==> src/rtl/enigma_pkg.sv <==
// Shared types and constants for the Enigma rotor controller.
// Letters are 5-bit codes 0..25. Position arithmetic is always mod 26.
// Optional SET_DEC_EN build adds decrement in rotor-setting mode.
package enigma_pkg;

  typedef logic [4:0] letter_t;

  localparam int      LETTERS     = 26;
  localparam letter_t LAST_LETTER = 5'(LETTERS - 1);

  typedef enum logic [1:0] {SEL_R1, SEL_R2, SEL_R3, SEL_NONE} rotor_sel_t;
  typedef enum logic [1:0] {IDLE, STEP, WAIT, LATCH} ctrl_state_t;

  // Historical turnover letters: R1 carries at V, R2 carries/double-steps at E
  localparam letter_t DEF_NOTCH1 = 5'd21;
  localparam letter_t DEF_NOTCH2 = 5'd4;

  function automatic letter_t letter_inc(input letter_t l);
    return (l == LAST_LETTER) ? 5'd0 : l + 5'd1;
  endfunction

  function automatic letter_t letter_dec(input letter_t l);
    return (l == 5'd0) ? LAST_LETTER : l - 5'd1;
  endfunction

endpackage

==> src/rtl/enigma_rotor_ctrl_if.sv <==
// Keypad/setting/cipher-network bundle for enigma_rotor_ctrl.
// master = stimulus side, slave = the controller.
// SET_DEC only exists in builds with SET_DEC_EN defined.
interface enigma_rotor_ctrl_if;
  import enigma_pkg::*;

  logic       KEY_VALID;
  letter_t    KEY_LET;
  logic       SET_MODE;
  logic [1:0] SET_SEL;
  logic       SET_INC;
`ifdef SET_DEC_EN
  logic       SET_DEC;
`endif
  letter_t    CIPH_IN;
  letter_t    KEY_OUT;
  letter_t    R1;
  letter_t    R2;
  letter_t    R3;
  letter_t    LET;
  logic       ON;
  logic       BUSY;

  modport master (
`ifdef SET_DEC_EN
    output SET_DEC,
`endif
    output KEY_VALID, KEY_LET, SET_MODE, SET_SEL, SET_INC, CIPH_IN,
    input  KEY_OUT, R1, R2, R3, LET, ON, BUSY
  );

  modport slave (
`ifdef SET_DEC_EN
    input  SET_DEC,
`endif
    input  KEY_VALID, KEY_LET, SET_MODE, SET_SEL, SET_INC, CIPH_IN,
    output KEY_OUT, R1, R2, R3, LET, ON, BUSY
  );

endinterface

==> src/rtl/enigma_rotor_ctrl_rotor_counter.sv <==
// One rotor position: mod-26 register with inc (and dec under SET_DEC_EN).
// Latency: position updates on the clock edge after the enable.
// No backpressure: enables are single-cycle strobes; inc+dec together cancel.
module rotor_counter
  import enigma_pkg::*;
#(
  parameter letter_t NOTCH = DEF_NOTCH1
) (
  input  logic    clk_i,
  input  logic    rst_n_i,
  input  logic    inc_i,
`ifdef SET_DEC_EN
  input  logic    dec_i,
`endif
  output letter_t pos_o,
  output logic    at_notch_o
);

  letter_t pos_q, pos_d;

  // Next position: step forward/back with wrap, opposing strobes cancel
  always_comb begin
    pos_d = pos_q;
`ifdef SET_DEC_EN
    if (inc_i && !dec_i)      pos_d = letter_inc(pos_q);
    else if (dec_i && !inc_i) pos_d = letter_dec(pos_q);
`else
    if (inc_i)                pos_d = letter_inc(pos_q);
`endif
  end

  // Position register, cleared asynchronously
  always_ff @(posedge clk_i or negedge rst_n_i) begin
    if (!rst_n_i) pos_q <= '0;
    else          pos_q <= pos_d;
  end

  assign pos_o      = pos_q;
  assign at_notch_o = (pos_q == NOTCH);

endmodule

==> src/rtl/enigma_rotor_ctrl.sv <==
// Rotor stepping (with double-step) and cipher-letter latch for the Enigma display path.
// Latency: key at edge 0 -> rotors at edge 1 -> LET/ON after edge 2+SETTLE.
// No backpressure: keys/set strobes arriving while BUSY are dropped. Macro SET_DEC_EN adds SET_DEC.
module enigma_rotor_ctrl
  import enigma_pkg::*;
#(
  parameter letter_t     NOTCH1 = DEF_NOTCH1,
  parameter letter_t     NOTCH2 = DEF_NOTCH2,
  parameter int unsigned SETTLE = 2
) (
  input logic               CLK,
  input logic               RST_N,
  enigma_rotor_ctrl_if.slave bus
);

  localparam logic [1:0] ST_IDLE  = 2'(IDLE);
  localparam logic [1:0] ST_STEP  = 2'(STEP);
  localparam logic [1:0] ST_WAIT  = 2'(WAIT);
  localparam logic [1:0] ST_LATCH = 2'(LATCH);

  // Out-of-range SETTLE values are clamped to 1..15
  localparam logic [3:0] SETTLE_CNT = (SETTLE < 1)  ? 4'd1  :
                                      (SETTLE > 15) ? 4'd15 : 4'(SETTLE);

  logic [1:0] state_q, state_d;
  logic [3:0] cnt_q, cnt_d;
  letter_t    key_q, key_d;
  letter_t    let_q, let_d;
  logic       on_q, on_d;

  letter_t    r1_pos, r2_pos, r3_pos;
  logic       r1_notch, r2_notch, r3_notch_unused;
  logic       r1_inc, r2_inc, r3_inc;
  logic       idle, step, set_inc_en, set_any;
  rotor_sel_t sel;

  assign idle       = (state_q == ST_IDLE);
  assign step       = (state_q == ST_STEP);
  assign sel        = rotor_sel_t'(bus.SET_SEL);
  assign set_inc_en = idle && bus.SET_MODE && bus.SET_INC;

`ifdef SET_DEC_EN
  logic set_dec_en;
  assign set_dec_en = idle && bus.SET_MODE && bus.SET_DEC;
  assign set_any    = set_inc_en || set_dec_en;
`else
  assign set_any    = set_inc_en;
`endif

  // Stepping uses pre-step notch flags: R2 at its notch moves itself and R3 (double-step)
  assign r1_inc = step || (set_inc_en && sel == SEL_R1);
  assign r2_inc = (step && (r1_notch || r2_notch)) || (set_inc_en && sel == SEL_R2);
  assign r3_inc = (step && r2_notch) || (set_inc_en && sel == SEL_R3);

  rotor_counter #(.NOTCH(NOTCH1)) u_r1 (
    .clk_i      (CLK),
    .rst_n_i    (RST_N),
    .inc_i      (r1_inc),
`ifdef SET_DEC_EN
    .dec_i      (set_dec_en && sel == SEL_R1),
`endif
    .pos_o      (r1_pos),
    .at_notch_o (r1_notch)
  );

  rotor_counter #(.NOTCH(NOTCH2)) u_r2 (
    .clk_i      (CLK),
    .rst_n_i    (RST_N),
    .inc_i      (r2_inc),
`ifdef SET_DEC_EN
    .dec_i      (set_dec_en && sel == SEL_R2),
`endif
    .pos_o      (r2_pos),
    .at_notch_o (r2_notch)
  );

  // Leftmost rotor has no rotor beyond it, so its notch flag goes nowhere
  rotor_counter #(.NOTCH(NOTCH2)) u_r3 (
    .clk_i      (CLK),
    .rst_n_i    (RST_N),
    .inc_i      (r3_inc),
`ifdef SET_DEC_EN
    .dec_i      (set_dec_en && sel == SEL_R3),
`endif
    .pos_o      (r3_pos),
    .at_notch_o (r3_notch_unused)
  );

  // Control FSM: accept key in IDLE, step once, settle SETTLE cycles, latch cipher letter
  always_comb begin
    state_d = state_q;
    cnt_d   = cnt_q;
    key_d   = key_q;
    let_d   = let_q;
    on_d    = on_q;
    case (state_q)
      ST_IDLE: begin
        if (bus.SET_MODE) begin
          if (set_any) on_d = 1'b0;
        end else if (bus.KEY_VALID && bus.KEY_LET <= LAST_LETTER) begin
          key_d   = bus.KEY_LET;
          state_d = ST_STEP;
        end
      end
      ST_STEP: begin
        cnt_d   = SETTLE_CNT;
        state_d = ST_WAIT;
      end
      ST_WAIT: begin
        if (cnt_q == 4'd1) state_d = ST_LATCH;
        else               cnt_d   = cnt_q - 4'd1;
      end
      ST_LATCH: begin
        let_d   = bus.CIPH_IN;
        on_d    = 1'b1;
        state_d = ST_IDLE;
      end
      default: state_d = ST_IDLE;
    endcase
  end

  // Control registers; reset aborts any in-flight key with no partial latch
  always_ff @(posedge CLK or negedge RST_N) begin
    if (!RST_N) begin
      state_q <= ST_IDLE;
      cnt_q   <= '0;
      key_q   <= '0;
      let_q   <= '0;
      on_q    <= 1'b0;
    end else begin
      state_q <= state_d;
      cnt_q   <= cnt_d;
      key_q   <= key_d;
      let_q   <= let_d;
      on_q    <= on_d;
    end
  end

  assign bus.KEY_OUT = key_q;
  assign bus.R1      = r1_pos;
  assign bus.R2      = r2_pos;
  assign bus.R3      = r3_pos;
  assign bus.LET     = let_q;
  assign bus.ON      = on_q;
  assign bus.BUSY    = !idle;

endmodule

==> src/flat_wrapper.sv <==
// flat-port wrapper written by rule: the top's interface ports become plain ports
module enigma_rotor_ctrl_flat import enigma_pkg::*;
#(
  parameter letter_t     NOTCH1 = DEF_NOTCH1,
  parameter letter_t     NOTCH2 = DEF_NOTCH2,
  parameter int unsigned SETTLE = 2
)
  (CLK, RST_N, bus_KEY_VALID, bus_KEY_LET, bus_SET_MODE, bus_SET_SEL, bus_SET_INC, bus_CIPH_IN, bus_KEY_OUT, bus_R1, bus_R2, bus_R3, bus_LET, bus_ON, bus_BUSY);
  enigma_rotor_ctrl_if bus_i ();
  input logic CLK;
  input logic RST_N;
  input wire logic [$bits(bus_i.KEY_VALID)-1:0] bus_KEY_VALID;
  input wire logic [$bits(bus_i.KEY_LET)-1:0] bus_KEY_LET;
  input wire logic [$bits(bus_i.SET_MODE)-1:0] bus_SET_MODE;
  input wire logic [$bits(bus_i.SET_SEL)-1:0] bus_SET_SEL;
  input wire logic [$bits(bus_i.SET_INC)-1:0] bus_SET_INC;
  input wire logic [$bits(bus_i.CIPH_IN)-1:0] bus_CIPH_IN;
  output wire logic [$bits(bus_i.KEY_OUT)-1:0] bus_KEY_OUT;
  output wire logic [$bits(bus_i.R1)-1:0] bus_R1;
  output wire logic [$bits(bus_i.R2)-1:0] bus_R2;
  output wire logic [$bits(bus_i.R3)-1:0] bus_R3;
  output wire logic [$bits(bus_i.LET)-1:0] bus_LET;
  output wire logic [$bits(bus_i.ON)-1:0] bus_ON;
  output wire logic [$bits(bus_i.BUSY)-1:0] bus_BUSY;
  assign bus_i.KEY_VALID = bus_KEY_VALID;
  assign bus_i.KEY_LET = bus_KEY_LET;
  assign bus_i.SET_MODE = bus_SET_MODE;
  assign bus_i.SET_SEL = bus_SET_SEL;
  assign bus_i.SET_INC = bus_SET_INC;
  assign bus_i.CIPH_IN = bus_CIPH_IN;
  assign bus_KEY_OUT = bus_i.KEY_OUT;
  assign bus_R1 = bus_i.R1;
  assign bus_R2 = bus_i.R2;
  assign bus_R3 = bus_i.R3;
  assign bus_LET = bus_i.LET;
  assign bus_ON = bus_i.ON;
  assign bus_BUSY = bus_i.BUSY;
  enigma_rotor_ctrl #(.NOTCH1(NOTCH1), .NOTCH2(NOTCH2), .SETTLE(SETTLE)) u_core (.CLK(CLK), .RST_N(RST_N), .bus(bus_i));
endmodule
==> config.mk <==
export PLATFORM = sky130hd
export DESIGN_NAME = enigma_rotor_ctrl_flat
export DESIGN_NICKNAME = d
export VERILOG_FILES = /design/src/rtl/enigma_pkg.sv /design/src/rtl/enigma_rotor_ctrl_if.sv /design/src/rtl/enigma_rotor_ctrl_rotor_counter.sv /design/src/rtl/enigma_rotor_ctrl.sv /design/src/flat_wrapper.sv
export SDC_FILE = /design/constraint.sdc
export NUM_CORES = 1
export LEC_CHECK = 0
export CAP_MARGIN = 15
export CORE_ASPECT_RATIO = 0.5
export CORE_MARGIN = 1
export CORE_UTILIZATION = 44
export DETAILED_ROUTE_END_ITERATION = 10
export GPL_TIMING_DRIVEN = 0
export PLACE_DENSITY_LB_ADDON = 0.25
export SKIP_CTS_REPAIR_TIMING = 1
export SYNTH_ARGS = -nofsm -noshare
export SYNTH_HDL_FRONTEND = slang
export SYNTH_HIERARCHICAL = 1
export SYNTH_SLANG_ARGS = --single-unit
==> constraint.sdc <==
create_clock -name CLK -period 3.1 [get_ports CLK]
set_clock_uncertainty 0.1 [all_clocks]
set_input_delay 0.62 -clock CLK [delete_from_list [all_inputs] [get_ports CLK]]
set_output_delay 0.62 -clock CLK [all_outputs]
set_load 0.01 [all_outputs]
==> summary.txt <==
Outcome
  • Status: completed

Timing
  • TNS Setup: 0 ns
  • RSZ-0062 raised after global routing: false
  • Final-report max-slew violation count: 0
  • Final setup violation count: 0
  • Final setup margin: 0.6870 ns
  • Final period util: about 78%
  • Fin crit period: 2.413 ns
  • Hold Violations, Final: 0
  • Worst-Margin Slew: 0.6889 ns
  • Max Clk Rate: 414.4 MHz
  • Rel. slew slack: 54.07%

Placed design
  • Post-Place Worst Slack: 0.7784 ns
  • Placed instance area: approximately 2300 µm²
  • HPWL after DPL: 2.680 mm
  • I/O Buffers: 43
  • Final GP Congestion: 0.7961

Detailed routing
  • Post-DRT Antenna Nets: 0
  • Vias: roughly 1500
  • Remaining DRCs: 0
  • Drt pass-1 iters: 4
  • Post-DR vias/cell: 5.229
  • Drt total wl: about 3.6 mm
  • Wire per inst: 12.78 µm
  • Drt initial violations: 33

Critical path
  • Required @ worst endpoint: 2.38 ns
  • Crit Path Class: reg2out
  • CP arrival: 1.69 ns
  • Setup crit start kind: flip-flop
  • Max incr delay on CP: roughly 0.54 ns
  • CP dominant cell by count: inv_1
  • Crit. Startpoint: u_core/state_q[1]
  • R2r endpoint: u_core/u_r3/pos_o[4]
  • CP Cell Sequence: inv_1 -> ha_1 -> inv_1 -> clkdlybuf4s50_1
  • Reg2reg setup slack: 1.05 ns
  • R2R cell count: 7
  • Type of destination of the critical path: primary output
  • R2R Path Start: u_core/state_q[0]
  • Critical Path Sink: bus_BUSY
  • Slowest stage cell on the critical path: clkdlybuf4s50_1
  • Worst-path fanout max: 6

Finish
  • Cell area after layout: 2432 µm²
  • Fillers: 336
  • Layout area overhead: 33.06%
  • Nets: around 260
  • Register area: ~800 µm²
  • Layout cells sized above 1: 13.72%
  • Area of the multi-input gates: 918.4 µm²
  • # diodes: 0

Die
  • Die area: 4432 µm²
  • Die W: ~93 µm
  • CORE AREA: about 3900 µm²
  • I/O pin cnt: 44
  • Initial Utilization: between 40% and 50%
  • DIE HEIGHT: 47.58 µm
  • # rows: 16

Pwr
  • Clock power share: between 10% and 20%
  • P_sw: 754.2 µW
  • Cell Int Power: 1.371 mW
  • Net Sw Frac: 35.49%
  • Worst IR Drop VDD: 0.0003324 V
  • P per Cell Area: a little under 900 nW/µm²
  • Sequential Power Share: 35.2%
  • Leak: 1.064 nW
  • Combinational share of power: 46.2%

CTS
  • H-tree Lvls: 2
  • Num Clock Sinks: 32
  • Later-pin clock latency in the skew report: 0.28 ns
  • CTS tree: yes
  • CTS root buf: clkbuf_8
  • CTS clk-pin slew, worst paths: 0.07 ns
  • Clock Path Buffers: 2
  • CTS Buf Count: 5

Synthesis
  • Syn_area_per_cell: 10.45 µm²
  • Post-Synthesis Cells: about 180
  • Synth warnings: 6
  • Cell area after synthesis: 1828 µm²
  • Net Count, Synth: 207

GRT
  • First-pass GRT wire length: 5.630 mm
  • Antenna violations before repair: 0
  • Total GRT Usage: 17.01%
  • GRT overflow: 0
  • Vias in the first global route: 1278
  • Pin count of the biggest net entering global routing: 33

Hold path
  • Worst Hold Class: in2async

Run
  • Max cap viols: 0
-- registers in the layout, indices dropped and copies added, names as in the netlist --
name                count
u_core/u_r1/pos_o       5
u_core/u_r3/pos_o       5
u_core/bus.KEY_OUT      5
u_core/state_q          2
u_core/cnt_q            4
u_core/u_r2/pos_o       5
u_core/bus.ON           1
u_core/bus.LET          5
-- final cells by class --
cell class              count  area share, %
clock buffers               5          2.829
clock inverters             3          1.749
repair buffers             43          17.49
well taps                  54          2.778
plain buffers               6          1.698
multi-input cells         119          37.76
flip-flops and latches     32          32.92
inverters                  18          2.778
-- critical path: cells and delay by family, from the launching register on --
family                   cells  cell delay, ns
adder cells (fa/ha/maj)      1            0.26
buffers and inverters        3            0.73
flip-flops                   1            0.42
-- worst min-delay path by stage --
stage                            endpoint  cells after the start  slack (ns)
floorplan           u_core/bus.KEY_OUT[0]                      0        0.22
global placement    u_core/bus.KEY_OUT[0]                      1        0.39
detailed placement          u_core/bus.ON                      1        0.40
CTS                     u_core/bus.LET[1]                      1        0.30
global route         u_core/u_r3/pos_o[3]                      1        0.34
finish                  u_core/bus.LET[1]                      1        0.27
-- cell usage in the layout (no fill, tap or decap), types with 3 or more instances in the layout --
cell type and count:
mux2i_1 4, ha_1 15, a22o_1 4, buf_4 5, o21ai_1 5, o21ai_0 13, nand3_1 9, o211ai_1 11
and4b_1 3, clkdlybuf4s50_1 42, dfrtp_1 32, mux2_2 10, o31ai_1 3, nand2b_1 4, nand2_1 14, clkbuf_8 5
a21oi_1 3, inv_1 18, o22ai_1 3
-- power by group through the flow --
stage	Sequential, mW	Combinational, mW	Clock, mW
finish	0.749	0.982	0.394
global route	0.779	1.09	0.426
CTS	0.749	0.995	0.407
detailed placement	0.754	0.990	0
global placement	0.746	0.956	0
floorplan	0.790	0.510	0
-- per-layer routing --
| metal | routed length [µm] | GRT usage, % |
|---|---|---|
| met5 | 0 | 0 |
| met4 | 25 | 6.462 |
| met3 | 107 | 4.762 |
| met2 | 1757 | 30.44 |
| met1 | 1686 | 20.61 |
-- stage by stage --
step                cells  hold WS, ns  total power, mW  utilization, %
finish                280       0.2715            2.125           61.68
global route          280       0.3373            2.290           61.68
CTS                   280       0.3024            2.151           61.68
detailed placement    272       0.3954            1.744           58.85
global placement      272       0.3876            1.702           58.98
floorplan             175       0.2244            1.300               -
(Power assumes the default switching activity.)
